===== src/rtl/uart_tx_scheduler_pkg.sv =====
// Shared definitions for the UART transmit scheduler: FSM encoding and
// peripheral control/status register bit positions.
package uart_tx_scheduler_pkg;

  typedef enum logic [2:0] {
    ST_IDLE     = 3'd0,
    ST_WR_DATA  = 3'd1,
    ST_WR_GO    = 3'd2,
    ST_WR_CLR   = 3'd3,
    ST_SETTLE   = 3'd4,
    ST_POLL     = 3'd5
  } state_e;

  localparam int CTRL_RX_ACK_BIT  = 0;
  localparam int CTRL_LED_BIT     = 2;
  localparam int CTRL_TX_WR_BIT   = 3;
  localparam int STAT_TX_BUSY_BIT = 9;

  // rx_ack is never asserted by this block; only tx_wr and led are driven.
  function automatic logic [7:0] ctrl_word(input logic tx_wr, input logic led);
    logic [7:0] w;
    w                  = '0;
    w[CTRL_RX_ACK_BIT] = 1'b0;
    w[CTRL_LED_BIT]    = led;
    w[CTRL_TX_WR_BIT]  = tx_wr;
    return w;
  endfunction

endpackage


===== src/rtl/uart_tx_scheduler_rr_arb2.sv =====
// Two-way round-robin arbiter with a one-hot grant; the requester that did
// not win last time takes a tie. After reset req0 takes a tie.
module rr_arb2 (
  input  logic       clk,
  input  logic       rst,
  input  logic [1:0] req_i,
  input  logic       advance_i,
  output logic [1:0] gnt_o
);

  logic prio_q;  // 1: req1 wins the next tie

  always_comb begin
    gnt_o = req_i;
    if (&req_i) gnt_o = prio_q ? 2'b10 : 2'b01;
  end

  always_ff @(posedge clk) begin
    if (rst) begin
      prio_q <= 1'b0;
    end else if (advance_i) begin
      prio_q <= gnt_o[0];
    end
  end

endmodule


===== src/rtl/uart_tx_scheduler.sv =====
// Arbitrates two byte requesters onto a UART peripheral: data write, go/clear
// control writes, settle delay, then tx_busy polling with a timeout.
//
// state    | meaning
// IDLE     | waiting for a requester; grant and ready happen here
// WR_DATA  | write latched byte to TX_ADDR
// WR_GO    | write ctrl with tx_wr=1
// WR_CLR   | write ctrl with tx_wr=0
// SETTLE   | bus quiet for SETTLE_CYC cycles
// POLL     | read ctrl/status until tx_busy clears or poll budget runs out
module uart_tx_scheduler
  import uart_tx_scheduler_pkg::*;
#(
  parameter logic [4:0] TX_ADDR     = 5'h08,
  parameter logic [4:0] CTRL_ADDR   = 5'h10,
  parameter int         SETTLE_CYC  = 2,
  parameter int         TIMEOUT_CYC = 65535
) (
  input  logic        clk,
  input  logic        rst,
  input  logic        req0_valid,
  input  logic        req1_valid,
  input  logic [7:0]  req0_data,
  input  logic [7:0]  req1_data,
  output logic        req0_ready,
  output logic        req1_ready,
  input  logic        led_cfg,
  output logic        bus_cs,
  output logic        bus_wr,
  output logic [4:0]  bus_addr,
  output logic [7:0]  bus_wdata,
  input  logic [31:0] bus_rdata,
  output logic        busy,
  output logic        grant_id,
  output logic        timeout_err
);

  localparam int SW = (SETTLE_CYC > 1) ? $clog2(SETTLE_CYC) : 1;
  localparam int TW = $clog2(TIMEOUT_CYC + 1);
  localparam logic [SW-1:0] SETTLE_LOAD = SW'((SETTLE_CYC > 0) ? SETTLE_CYC - 1 : 0);
  localparam logic [TW-1:0] POLL_LIMIT  = TW'(TIMEOUT_CYC);

  state_e        state_q;
  logic          cs_q, wr_q, busy_q, grant_id_q, timeout_q;
  logic [4:0]    addr_q;
  logic [7:0]    wdata_q;
  logic [SW-1:0] settle_q;
  logic [TW-1:0] poll_q, poll_d;
  logic [1:0]    gnt;
  logic          grant_fire;
  logic [7:0]    win_data;
  logic          unused_rdata;

  rr_arb2 u_arb (
    .clk       (clk),
    .rst       (rst),
    .req_i     ({req1_valid, req0_valid}),
    .advance_i (grant_fire),
    .gnt_o     (gnt)
  );

  assign grant_fire = (state_q == ST_IDLE) && (|gnt);
  assign req0_ready = grant_fire & gnt[0];
  assign req1_ready = grant_fire & gnt[1];
  assign win_data   = gnt[1] ? req1_data : req0_data;
  assign poll_d     = poll_q + TW'(1);

  assign unused_rdata = ^{bus_rdata[31:STAT_TX_BUSY_BIT+1], bus_rdata[STAT_TX_BUSY_BIT-1:0]};

  // Bus outputs are registered for the state being entered, so they line up
  // with state_q during the access cycle.
  always_ff @(posedge clk) begin
    if (rst) begin
      state_q    <= ST_IDLE;
      cs_q       <= 1'b0;
      wr_q       <= 1'b0;
      addr_q     <= '0;
      wdata_q    <= '0;
      busy_q     <= 1'b0;
      grant_id_q <= 1'b0;
      timeout_q  <= 1'b0;
      settle_q   <= '0;
      poll_q     <= '0;
    end else begin
      cs_q    <= 1'b0;
      wr_q    <= 1'b0;
      addr_q  <= '0;
      wdata_q <= '0;
      case (state_q)
        ST_IDLE: begin
          if (grant_fire) begin
            state_q    <= ST_WR_DATA;
            busy_q     <= 1'b1;
            grant_id_q <= gnt[1];
            cs_q       <= 1'b1;
            wr_q       <= 1'b1;
            addr_q     <= TX_ADDR;
            wdata_q    <= win_data;
          end
        end
        ST_WR_DATA: begin
          state_q <= ST_WR_GO;
          cs_q    <= 1'b1;
          wr_q    <= 1'b1;
          addr_q  <= CTRL_ADDR;
          wdata_q <= ctrl_word(1'b1, led_cfg);
        end
        ST_WR_GO: begin
          state_q <= ST_WR_CLR;
          cs_q    <= 1'b1;
          wr_q    <= 1'b1;
          addr_q  <= CTRL_ADDR;
          wdata_q <= ctrl_word(1'b0, led_cfg);
        end
        ST_WR_CLR: begin
          poll_q   <= '0;
          settle_q <= SETTLE_LOAD;
          if (SETTLE_CYC == 0) begin
            state_q <= ST_POLL;
            cs_q    <= 1'b1;
            addr_q  <= CTRL_ADDR;
          end else begin
            state_q <= ST_SETTLE;
          end
        end
        ST_SETTLE: begin
          if (settle_q == '0) begin
            state_q <= ST_POLL;
            cs_q    <= 1'b1;
            addr_q  <= CTRL_ADDR;
          end else begin
            settle_q <= settle_q - SW'(1);
          end
        end
        ST_POLL: begin
          poll_q <= poll_d;
          if (!bus_rdata[STAT_TX_BUSY_BIT]) begin
            state_q <= ST_IDLE;
            busy_q  <= 1'b0;
          end else if (poll_d == POLL_LIMIT) begin
            state_q   <= ST_IDLE;
            busy_q    <= 1'b0;
            timeout_q <= 1'b1;
          end else begin
            cs_q   <= 1'b1;
            addr_q <= CTRL_ADDR;
          end
        end
        default: state_q <= ST_IDLE;
      endcase
    end
  end

  assign bus_cs      = cs_q;
  assign bus_wr      = wr_q;
  assign bus_addr    = addr_q;
  assign bus_wdata   = wdata_q;
  assign busy        = busy_q;
  assign grant_id    = grant_id_q;
  assign timeout_err = timeout_q;

endmodule


===== config.mk =====
export PLATFORM = sky130hd
export DESIGN_NAME = uart_tx_scheduler
export DESIGN_NICKNAME = d
export VERILOG_FILES = /design/src/rtl/uart_tx_scheduler_pkg.sv /design/src/rtl/uart_tx_scheduler_rr_arb2.sv /design/src/rtl/uart_tx_scheduler.sv
export SDC_FILE = /design/constraint.sdc
export NUM_CORES = 1
export LEC_CHECK = 0
export BUFFER_PORTS_ARGS = -buffer_cell sky130_fd_sc_hd__buf_2
export CORE_MARGIN = 10
export CORE_UTILIZATION = 53
export CTS_CLUSTER_DIAMETER = 50
export DETAILED_ROUTE_END_ITERATION = 6
export GPL_TIMING_DRIVEN = 0
export PLACE_DENSITY = 0.95
export SETUP_SLACK_MARGIN = 0.05
export SLEW_MARGIN = 20
export SYNTH_ARGS = -nofsm -noshare
export SYNTH_HDL_FRONTEND = slang
export SYNTH_SLANG_ARGS = --single-unit
export TNS_END_PERCENT = 30

===== constraint.sdc =====
create_clock -name clk -period 4.9 [get_ports clk]
set_input_delay 0.245 -clock clk [delete_from_list [all_inputs] [get_ports clk]]
set_output_delay 0.245 -clock clk [all_outputs]
set_load 0.005 [all_outputs]

## Word-level counts from Yosys, hierarchy flattened

Index checks and enable logic that the tools add are counted.
W data, S select, Z words.

- $add $sub $neg: 2
- Equal/unequal tests: 9
- Multiplexer cells: 28
- Bitwise operators: 2
- Reductions and logical operators: 12

Operators by type and width:

| cell | number |
|---|---|
| $pmux W16 S2 | 1 |
| $pmux W8 S3 | 1 |
| $pmux W5 S4 | 1 |
| $pmux W3 S6 | 1 |
| $add A16 B1 Y16 const B | 1 |
| $eq A16 B16 Y1 const B | 1 |
| $mux W8 | 2 |
| $mux W5 | 3 |
| $mux W3 | 4 |
| $reduce_and A3 Y1 | 3 |
| $mux W1 | 8 |
| $eq A3 B2 Y1 const B | 2 |
| $eq A3 B3 Y1 const B | 2 |
| $pmux W1 S2 | 3 |
| $reduce_bool A2 Y1 | 3 |
| $mux W2 | 2 |
| $mux W4 | 1 |
| $ne A2 B2 Y1 const B | 2 |
| $pmux W1 S4 | 1 |
| $reduce_and A2 Y1 | 2 |
| $reduce_or A2 Y1 | 2 |
| $eq A3 B1 Y1 const B | 1 |
| $logic_not A3 Y1 | 1 |
| $ne A3 B3 Y1 const B | 1 |
| 3 further kinds | 4 |

- Bits in registers: 39
- Word-level logic and storage cells: 64

## Depth between registers and ports, before layout

Gate-level depths: netlist of the first run.

- Word-level depth: 6
- Depth in mapped cells: 7

## By module

A second synthesis of the first run with hierarchy kept.

- Cells, all modules: 248
- Area, all modules: 1960.6 um^2

By module, submodules not included:

| module | instances | cells an instance | area an instance (um^2) |
|---|---|---|---|
| uart_tx_scheduler | 1 | 241 | 1893.1 |
| rr_arb2 | 1 | 7 | 67.6 |

## Worst setup path after synthesis of the first run

Ideal clock, no wire load.

- Kind: reg2reg
- Start: reg poll_q[1]
- End: reg state_q[2]
- Library setup time: 0.138 ns
- Data arrival time: 1.582 ns
- Required time: 4.762 ns
- Setup slack: 3.180 ns
- Cell stages (with the launch flop): 7
- Period minus slack after synthesis: 1.720 ns
- Path through: dfxtp_1 -> ha_1 -> nand3_2 -> nor4_4 -> o211ai_2 -> nor3_4 -> o221ai_1

- Cells in the longest elaborated chain, start to end: 4

Ends and longest elaborated chain:

| what | line | source |
|---|---|---|
| start, declared | uart_tx_scheduler.sv:48 | `logic [TW-1:0] poll_q, poll_d;` |
| start signal, assigned | uart_tx_scheduler.sv:136 | `poll_q <= poll_d;` |
| $add A16 B1 Y16 | uart_tx_scheduler.sv:66 | `assign poll_d = poll_q + TW'(1);` |
| $eq A16 B16 Y1 | uart_tx_scheduler.sv:140 | `end else if (poll_d == POLL_LIMIT) begin` |
| $ne A3 B3 Y1 (no source line) | n/a |  |
| $reduce_and A3 Y1 (no source line) | n/a |  |
| end signal, assigned | uart_tx_scheduler.sv:74 | `state_q <= ST_IDLE;` |
| end signal, assigned | uart_tx_scheduler.sv:138 | `state_q <= ST_IDLE;` |
| end signal, assigned | uart_tx_scheduler.sv:141 | `state_q <= ST_IDLE;` |
| end, declared | uart_tx_scheduler.sv:43 | `state_e state_q;` |

No other way between the ends.
A chain may end at the register's enable or synchronous reset.

## Worst setup path in the final report of the first run

- Start: reg poll_q[1]
- End: reg cs_q, in the netlist bus_cs

- Cells in the longest elaborated chain, start to end: 5

Ends and longest elaborated chain:

| what | line | source |
|---|---|---|
| $add A16 B1 Y16 | uart_tx_scheduler.sv:66 |  |
| $eq A16 B16 Y1 | uart_tx_scheduler.sv:140 |  |
| $mux W1 | uart_tx_scheduler.sv:140 |  |
| $mux W1 | uart_tx_scheduler.sv:137 | `if (!bus_rdata[STAT_TX_BUSY_BIT]) begin` |
| $pmux W1 S4 | uart_tx_scheduler.sv:89 | `case (state_q)` |
| end signal, assigned | uart_tx_scheduler.sv:85 | `cs_q <= 1'b0;` |
| end signal, assigned | uart_tx_scheduler.sv:95 | `cs_q <= 1'b1;` |
| end signal, assigned | uart_tx_scheduler.sv:145 | `cs_q <= 1'b1;` |
| end, declared | uart_tx_scheduler.sv:44 | `logic cs_q, wr_q, busy_q, grant_id_q, timeout_q;` |

No other way between the ends.

==> key figures, run 1 <==
Run status
  – Status: complete, no violations

Clock network
  – Clk_lat worst skew: roughly 0.29 ns
  – Max H-tree Level: 2
  – CTS buffer count: 5
  – Root buf cell: clkbuf_8
  – Post-CTS setup buffer count: 0
  – CTS sink count: 36
  – CTS tree: built
  – Hold_buf cts: 0
  – CTS resizes: 0
  – CTS Buffer Depth: 2
  – Worst-path clk slew: 0.07 ns

Die
  – Core box area: 3716 sq um
  – Cell row count: 22
  – Die X: 82.28 um
  – Starting density of the core: 0.5532
  – Die Area: 6770 sq um
  – IO Pins: 73
  – Die Height: 82.28 um

Worst setup path
  – R2r worst-path depth: 6
  – Crit-path max FO: 6
  – Largest delay share family, worst path: simple AND/OR/NAND/NOR gates
  – CP Buf/Inv Count: 0
  – Crit path capture type: register
  – Critical path class: register to register
  – Startpoint types: register
  – Max incr delay on CP: around 0.42 ns
  – CP required: 5.06 ns
  – Critical Path, Cell by Cell: ha_1, nand3_2, nor4_4, o211ai_2, nor3_4, o211ai_1
  – Critical Path Stages: 6
  – Slowest-stage cell, CP: dfxtp_1
  – Crit path arrival time: 2.17 ns

Drt
  – WL final: 5051 um
  – DRC errors left: 0
  – DRT Pass-1 Iters: 4
  – Per-cell routed wire length: 14.64 um
  – Vias after detailed routing: 1,963
  – Routed Antenna Nets: 0
  – Via density: between 5 and 6
  – DRT iter0 DRCs: about 140

Layout
  – Diodes inserted: 0
  – Share of post-route cells with drive strength above 1: 0.2357
  – # nets final: roughly 350
  – Syn-to-layout area delta: 17.53%

Yosys
  – Synth Area in Compound Gates: 0.2136
  – Commonest cells in the synthesized netlist: 36 x dfxtp_1, 30 x nor2_1, 22 x a21oi_1, 19 x nand2_1, 17 x o21ai_0
  – Seq cells post-synth: 36
  – Synth Area in Adders: 0.01217
  – Synthesized instance count: 250
  – Ys flop type: dfxtp_1
  – Post-synth EDFFs: 0
  – Biggest area consumer among synthesized cells: dfxtp_1
  – Cell with the most instances after synthesis: dfxtp_1
  – Distinct cell type count after synthesis: 59
  – Sequential fraction of the synthesis area: 0.3506
  – Mapped Avg Cell Area: slightly above 8 sq um
  – Top area cells in the synthesized netlist: dfxtp_1 35%, nor2_1 5.5%, a21oi_1 5.4%, o21ai_0 4.1%, mux2i_1 3.9%
  – Mapped Area: 2056 sq um
  – Top-area cell type share of the netlist area: 0.3506
  – Simple-gate share of the synthesized area: 0.2879
  – Yosys warns: 0
  – Ys async rst share: 0
  – XOR/XNOR Fraction of Synth Area: 0.02556
  – Largest family of logic cells by synthesized area: simple AND/OR/NAND/NOR gates
  – Post-synthesis mux area share: 0.03895

Global route
  – GRT overflow: 0
  – Global-route wire length before repair: 8238 um
  – Largest net degree at the start of global routing: 12
  – GRT Total Usage: 0.1514
  – Initial antenna violation count: 0
  – Vias in the first global route: about 1,900

Power and ir drop
  – Lkg Pwr: 1.022 nW
  – Pwr/cell area: 396.7 nW/um^2
  – Total power: 958.5 uW
  – Max VDD drop: 0.0001916 V

Worst hold path
  – HP Class: input port to register
  – Hold depth: 3

Place
  – Hpwl dp: 3752 um
  – Gp weighted congestion: 0.9429
  – IO Port Bufs: 37

Timing
  – Slew @ Worst Pin: 0.6222 ns
  – Final setup vio count: 0
  – Fin. max-slew vios: 0
  – Min Tclk post-route: 2.012 ns
  – Fmax: 497.0 MHz
  – Final Cycle Share: 0.4106
  – Slew headroom: 0.5852
  – Setup_tns: 0 ns
  – Final Skew: 0.004708 ns
  – Final hold violations: 0
  – Setup repair after global routing missed its margin: false

Job
  – Max Cap Viol: 0
[per-stage QoR]
step	std cells	worst slack [ns]	hold WS (ns)	utilization	cell area, sq um
2_1_floorplan	252	3.180	0.3596	-	2063
3_3_place_gp	337	2.993	0.4493	0.6212	2308
3_5_place_dp	337	2.928	0.4566	0.6212	2308
4_1_cts	345	2.902	0.1575	0.6502	2416
5_1_grt	345	2.749	0.1690	0.6502	2416
6_report	345	2.888	0.1632	0.6502	2416
[cell usage in the layout, fill, tap and decap left out, types with 2 or more instances in the layout]
cell / synthesis / layout
nor4_4: 3 / 3
nand3_2: 2 / 2
or3_1: 3 / 3
a21oi_1: 22 / 22
and3_1: 3 / 3
nor3_1: 5 / 5
clkbuf_1: 6 / 7
buf_4: 5 / 5
buf_2: 4 / 41
a211oi_1: 4 / 4
nand4_1: 5 / 5
nand2b_1: 3 / 3
clkbuf_8: 0 / 5
ha_1: 2 / 2
o21ai_1: 3 / 3
xnor2_1: 5 / 5
buf_1: 2 / 2
inv_1: 4 / 4
a31oi_1: 3 / 3
and4_1: 2 / 2
o21ai_0: 17 / 17
a22oi_1: 2 / 2
dfxtp_1: 36 / 36
nand4b_1: 2 / 2
buf_6: 2 / 2
nand2_1: 19 / 19
nand3_1: 2 / 2
mux2i_1: 8 / 8
nor2_1: 30 / 30
conb_1: 1 / 3
nor2b_1: 4 / 4
o21a_1: 2 / 2
o211ai_1: 3 / 3
and2_1: 6 / 6
nor4_1: 2 / 2
a311oi_1: 4 / 4
[registers in the layout, summed over array words and instances (netlist names)]
signal        cells
poll_q           16
bus_wdata         8
state_q           3
bus_addr          2
bus_cs            1
bus_wr            1
busy              1
grant_id          1
settle_q          1
timeout_err       1
u_arb.prio_q      1
[final cells by class]
type	count	area (sq um)
repair buffers	37	185.2
fillers	314	1300
clock buffers	6	72.57
clock inverters	2	35.03
well taps	48	60.06
plain buffers	20	115.1
flip-flops and latches	36	720.7
inverters	6	27.53
multi-input cells	190	1200
[tightest hold or removal path: cells and delay by family]
kind | cells | cell delay [ns]
AOI/OAI and AO/OA | 1 | 0.05
buffers and inverters | 1 | 0.08
and+or+nand+nor | 1 | 0.04
[where the power goes]
group / switching (mW) / internal (mW) / total [mW] / leakage (nW)
Sequential: 0.0282 / 0.347 / 0.376 / 0.294
Clock: 0.103 / 0.151 / 0.254 / 0.0552
Combinational: 0.186 / 0.143 / 0.329 / 0.674
Total: 0.317 / 0.641 / 0.958 / 1.02
[per-layer routing]
metal,global-route usage,share of wire,vias up
li1,-,-,987
met1,0.1599,0.42,900
met2,0.2644,0.46,69
met3,0.05724,0.11,7
met4,0.06293,0.017,0
met5,0,0,-
[final timing paths]
path,end,from,slack [ns]
hold reg to reg,timeout_err$_SDFFE_PP0P_,timeout_err$_SDFFE_PP0P_,0.47
hold / removal,bus_wdata[2]$_SDFF_PP0_,led_cfg,0.16
setup reg to reg,bus_cs$_SDFF_PP0_,poll_q[1]$_SDFFE_PP0P_,2.89
setup / recovery,bus_cs$_SDFF_PP0_,poll_q[1]$_SDFFE_PP0P_,2.89
[cells by family after synthesis]
logic type      after synthesis
simple gates                101
compound gates               70
flops                        36
buf+inv                      26
mux                           8
xor+xnor                      6
fa+ha+maj                     2
other cells                   1
Note: power is estimated with default switching activity, not from simulation.
==> run 2: changes to the inputs <==
- ABC_AREA: unset -> 1
- CORE_UTILIZATION: 53 -> 44
- PLACE_DENSITY: 0.95 -> 0.87
- clock period: 4.9 -> 1.6 ns (I/O delays scaled with it)
==> key figures, run 2 <==
Timing
  – Slew headroom: 0.6213 (+0.03610)
  – Min Hold Slack: 0.008503 ns (-0.1547 ns)
  – Final Skew: 0.009363 ns (+0.004654 ns)
  – Min Tclk post-route: 1.796 ns (-0.2164 ns)
  – Fin. max-slew vios: 0 (unchanged)
  – Setup_tns: -0.8612 ns (-0.8612 ns)
  – Fmax: 556.9 MHz (+12%)
  – Final setup vio count: 5 (+5)
  – Slew @ Worst Pin: 0.5680 ns (-0.05415 ns)
  – Setup repair after global routing missed its margin: true
  – Final Cycle Share: 1.122 (+0.7117)
  – Final hold violations: 0 (unchanged)
  – Worst Setup Slack, final: -0.1958 ns (-3.084 ns)

Worst setup path
  – Crit path arrival time: 2.00 ns (-0.17 ns)
  – Slowest-stage cell, CP: dfxtp_4
  – CP Buf/Inv Count: 2 (+2)
  – Crit-path max FO: 5 (-1)
  – Largest delay share family, worst path: simple AND/OR/NAND/NOR gates
  – Critical Path, Cell by Cell: ha_4, nand2_4, inv_2, nor2_4, nand2_1, nor2_1, nand2_1, nor2_1, nand2_1, nor2_2, nand2_2, nand2_4, nand3_1, nand2_1, inv_1
  – R2r worst-path depth: 15 (+9)
  – Max incr delay on CP: 0.36 ns (-0.06 ns)
  – Critical path class: register to register
  – Critical Path Stages: 15 (+9)
  – Most used cell, CP: nand2_1
  – Startpoint types: register
  – Crit path capture type: register
  – Reg2reg setup slack: -0.20 ns (-3.08 ns)
  – CP required: 1.80 ns (-3.26 ns)

Yosys
  – Mapped Avg Cell Area: 6.726 sq um (-18%)
  – Synthesized instance count: 285 (+14%)
  – Yosys warns: 0 (unchanged)
  – Seq cells post-synth: 36 (unchanged)
  – Mapped Area: 1917 sq um (-6.8%)
  – Top-area cell type share of the netlist area: 0.3760 (+0.02540)
  – Sequential fraction of the synthesis area: 0.3760 (+0.02540)
  – Post-synth EDFFs: 0 (unchanged)
  – Cell with the most instances after synthesis: nand2_1
  – Distinct cell type count after synthesis: 32 (-46%)
  – Commonest cells in the synthesized netlist: 91 x nand2_1, 37 x inv_1, 36 x dfxtp_1, 31 x nor2_1, 23 x a21oi_1
  – Ys flop type: dfxtp_1
  – Ys async rst share: 0 (unchanged)
  – Biggest area consumer among synthesized cells: dfxtp_1
  – Top area cells in the synthesized netlist: dfxtp_1 38%, nand2_1 18%, inv_1 7.2%, nor2_1 6.1%, a21oi_1 6.0%

Layout
  – Largest Register: poll_q
  – Syn-to-layout area delta: 24.41%
  – Max reg flops: 16 (unchanged)
  – Diodes inserted: 0 (unchanged)
  – # nets final: 390 (+11%)
  – Commonest cells after routing, fill and taps aside: 87 x nand2_1, 37 x buf_2, 36 x inv_1
  – Commonest non-fill, non-tap cell in the layout: nand2_1
  – Share of post-route cells with drive strength above 1: 0.2768 (+0.04110)
  – Design area: 2385 sq um (-1.3%)

Place
  – Post-DP Area: 2200 sq um (-4.7%)
  – Hpwl dp: 3470 um (-7.5%)
  – IO Port Bufs: 37 (unchanged)
  – Gp weighted congestion: 0.9155 (-2.9%)
  – Dpl ws: -0.2489 ns (-3.176 ns)

Power and ir drop
  – Max VDD drop: 0.0007477 V (+290%)
  – Pwr/cell area: 886.9 nW/um^2 (+120%)
  – Total power: 2.115 mW (+120%)
  – Lkg Pwr: 1.059 nW (+3.6%)

Clock network
  – CTS Buffer Depth: 2 (unchanged)
  – CTS buffer count: 5 (unchanged)
  – Max H-tree Level: 2 (unchanged)
  – Root buf cell: clkbuf_8
  – CTS tree: built
  – Hold_buf cts: 0 (unchanged)
  – Clk_lat worst skew: 0.30 ns (about the same)
  – CTS sink count: 36 (unchanged)
  – Worst-path clk slew: 0.08 ns (about the same)

Drt
  – WL final: 4746 um (-6.0%)
  – Per-cell routed wire length: 12.30 um (-16%)
  – Via density: 4.902 (-14%)
  – Vias after detailed routing: 1,892 (-3.6%)
  – DRC errors left: 0 (unchanged)
  – Routed Antenna Nets: 0 (unchanged)
  – DRT iter0 DRCs: 94 (-32%)
  – DRT Pass-1 Iters: 4 (unchanged)

Die
  – Die Area: 7397 sq um (+9.3%)
  – Cell row count: 23 (+4.5%)
  – Starting density of the core: 0.4658 (-0.08740)
  – IO Pins: 73 (unchanged)
  – Core box area: 4115 sq um (+11%)
  – Die X: 86.01 um (+4.5%)
  – Die Height: 86.01 um (+4.5%)

Worst hold path
  – Hold depth: 2 (-1)
  – HP Class: input port to register

Run status
  – Status: finished with violations
  – Failing checks: negative setup slack

Job
  – Max Cap Viol: 0 (unchanged)

Global route
  – Global-route wire length before repair: 7962 um (-3.4%)
  – Vias in the first global route: 1,871 (-2.7%)
  – Initial antenna violation count: 0 (unchanged)
  – GRT Total Usage: 0.1310 (-0.02041)
  – Largest net degree at the start of global routing: 16 (+4)
  – GRT overflow: 0 (unchanged)
run 2: per-layer routing:
| layer | track usage | up-vias | share of wire |
|---|---|---|---|
| met4 | 0.06587 | 0 | 0.021 |
| met3 | 0.05109 | 9 | 0.071 |
| met1 | 0.1339 | 848 | 0.41 |
| li1 | - | 976 | - |
| met2 | 0.2265 | 59 | 0.50 |
| met5 | 0 | - | 0 |
run 2: final timing paths:
kind,endpoint,start
setup / recovery,state_q[0]$_SDFFE_PP0P_,poll_q[0]$_SDFFE_PP0P_
hold reg to reg,timeout_err$_SDFFE_PP0P_,timeout_err$_SDFFE_PP0P_
setup reg to reg,state_q[0]$_SDFFE_PP0P_,poll_q[0]$_SDFFE_PP0P_
hold / removal,poll_q[3]$_SDFFE_PP0P_,rst
run 2: kinds of logic after synthesis:
kind of cell             count (synthesis)  synth area share
AO/OA/AOI/OAI                           32           0.08681
flip-flops                              36            0.3760
AND/OR/NAND/NOR                        156            0.3571
multiplexers                             8           0.04373
XOR/XNOR                                 3           0.01763
adder cells (fa/ha/maj)                  2           0.01305
buffers and inverters                   47            0.1038
other                                    1          0.001956
run 2: area by class of cell:
cell class	count	area [sq um]
Fill cell	375	1730
Multi-Input combinational cell	204	1077
Sequential cell	36	730.7
Timing Repair Buffer	42	222.7
Inverter	39	146.4
Clock buffer	7	86.33
Tap cell	50	62.56
Buffer	7	51.30
Clock inverter	1	7.507
run 2: through the flow:
step                        util  std cells
after detailed placement  0.5345        374
after global routing      0.5795        386
after CTS                 0.5722        386
final                     0.5795        386
after floorplan                -        287
after global placement    0.5345        374
run 2: repair_timing:
item	4_1_cts	5_1_grt
endpoints found under the hold margin	0	0
pin swaps	10	0
setup buffers	5	0
setup endpoints to repair	17	15
gates resized for setup	10	8
run 2: power breakdown:
group | total [mW] | internal (mW) | switching (mW) | leakage (nW)
Combinational | 0.421 | 0.167 | 0.254 | 0.719
Sequential | 1.01 | 0.968 | 0.0394 | 0.296
Clock | 0.687 | 0.350 | 0.337 | 0.0445
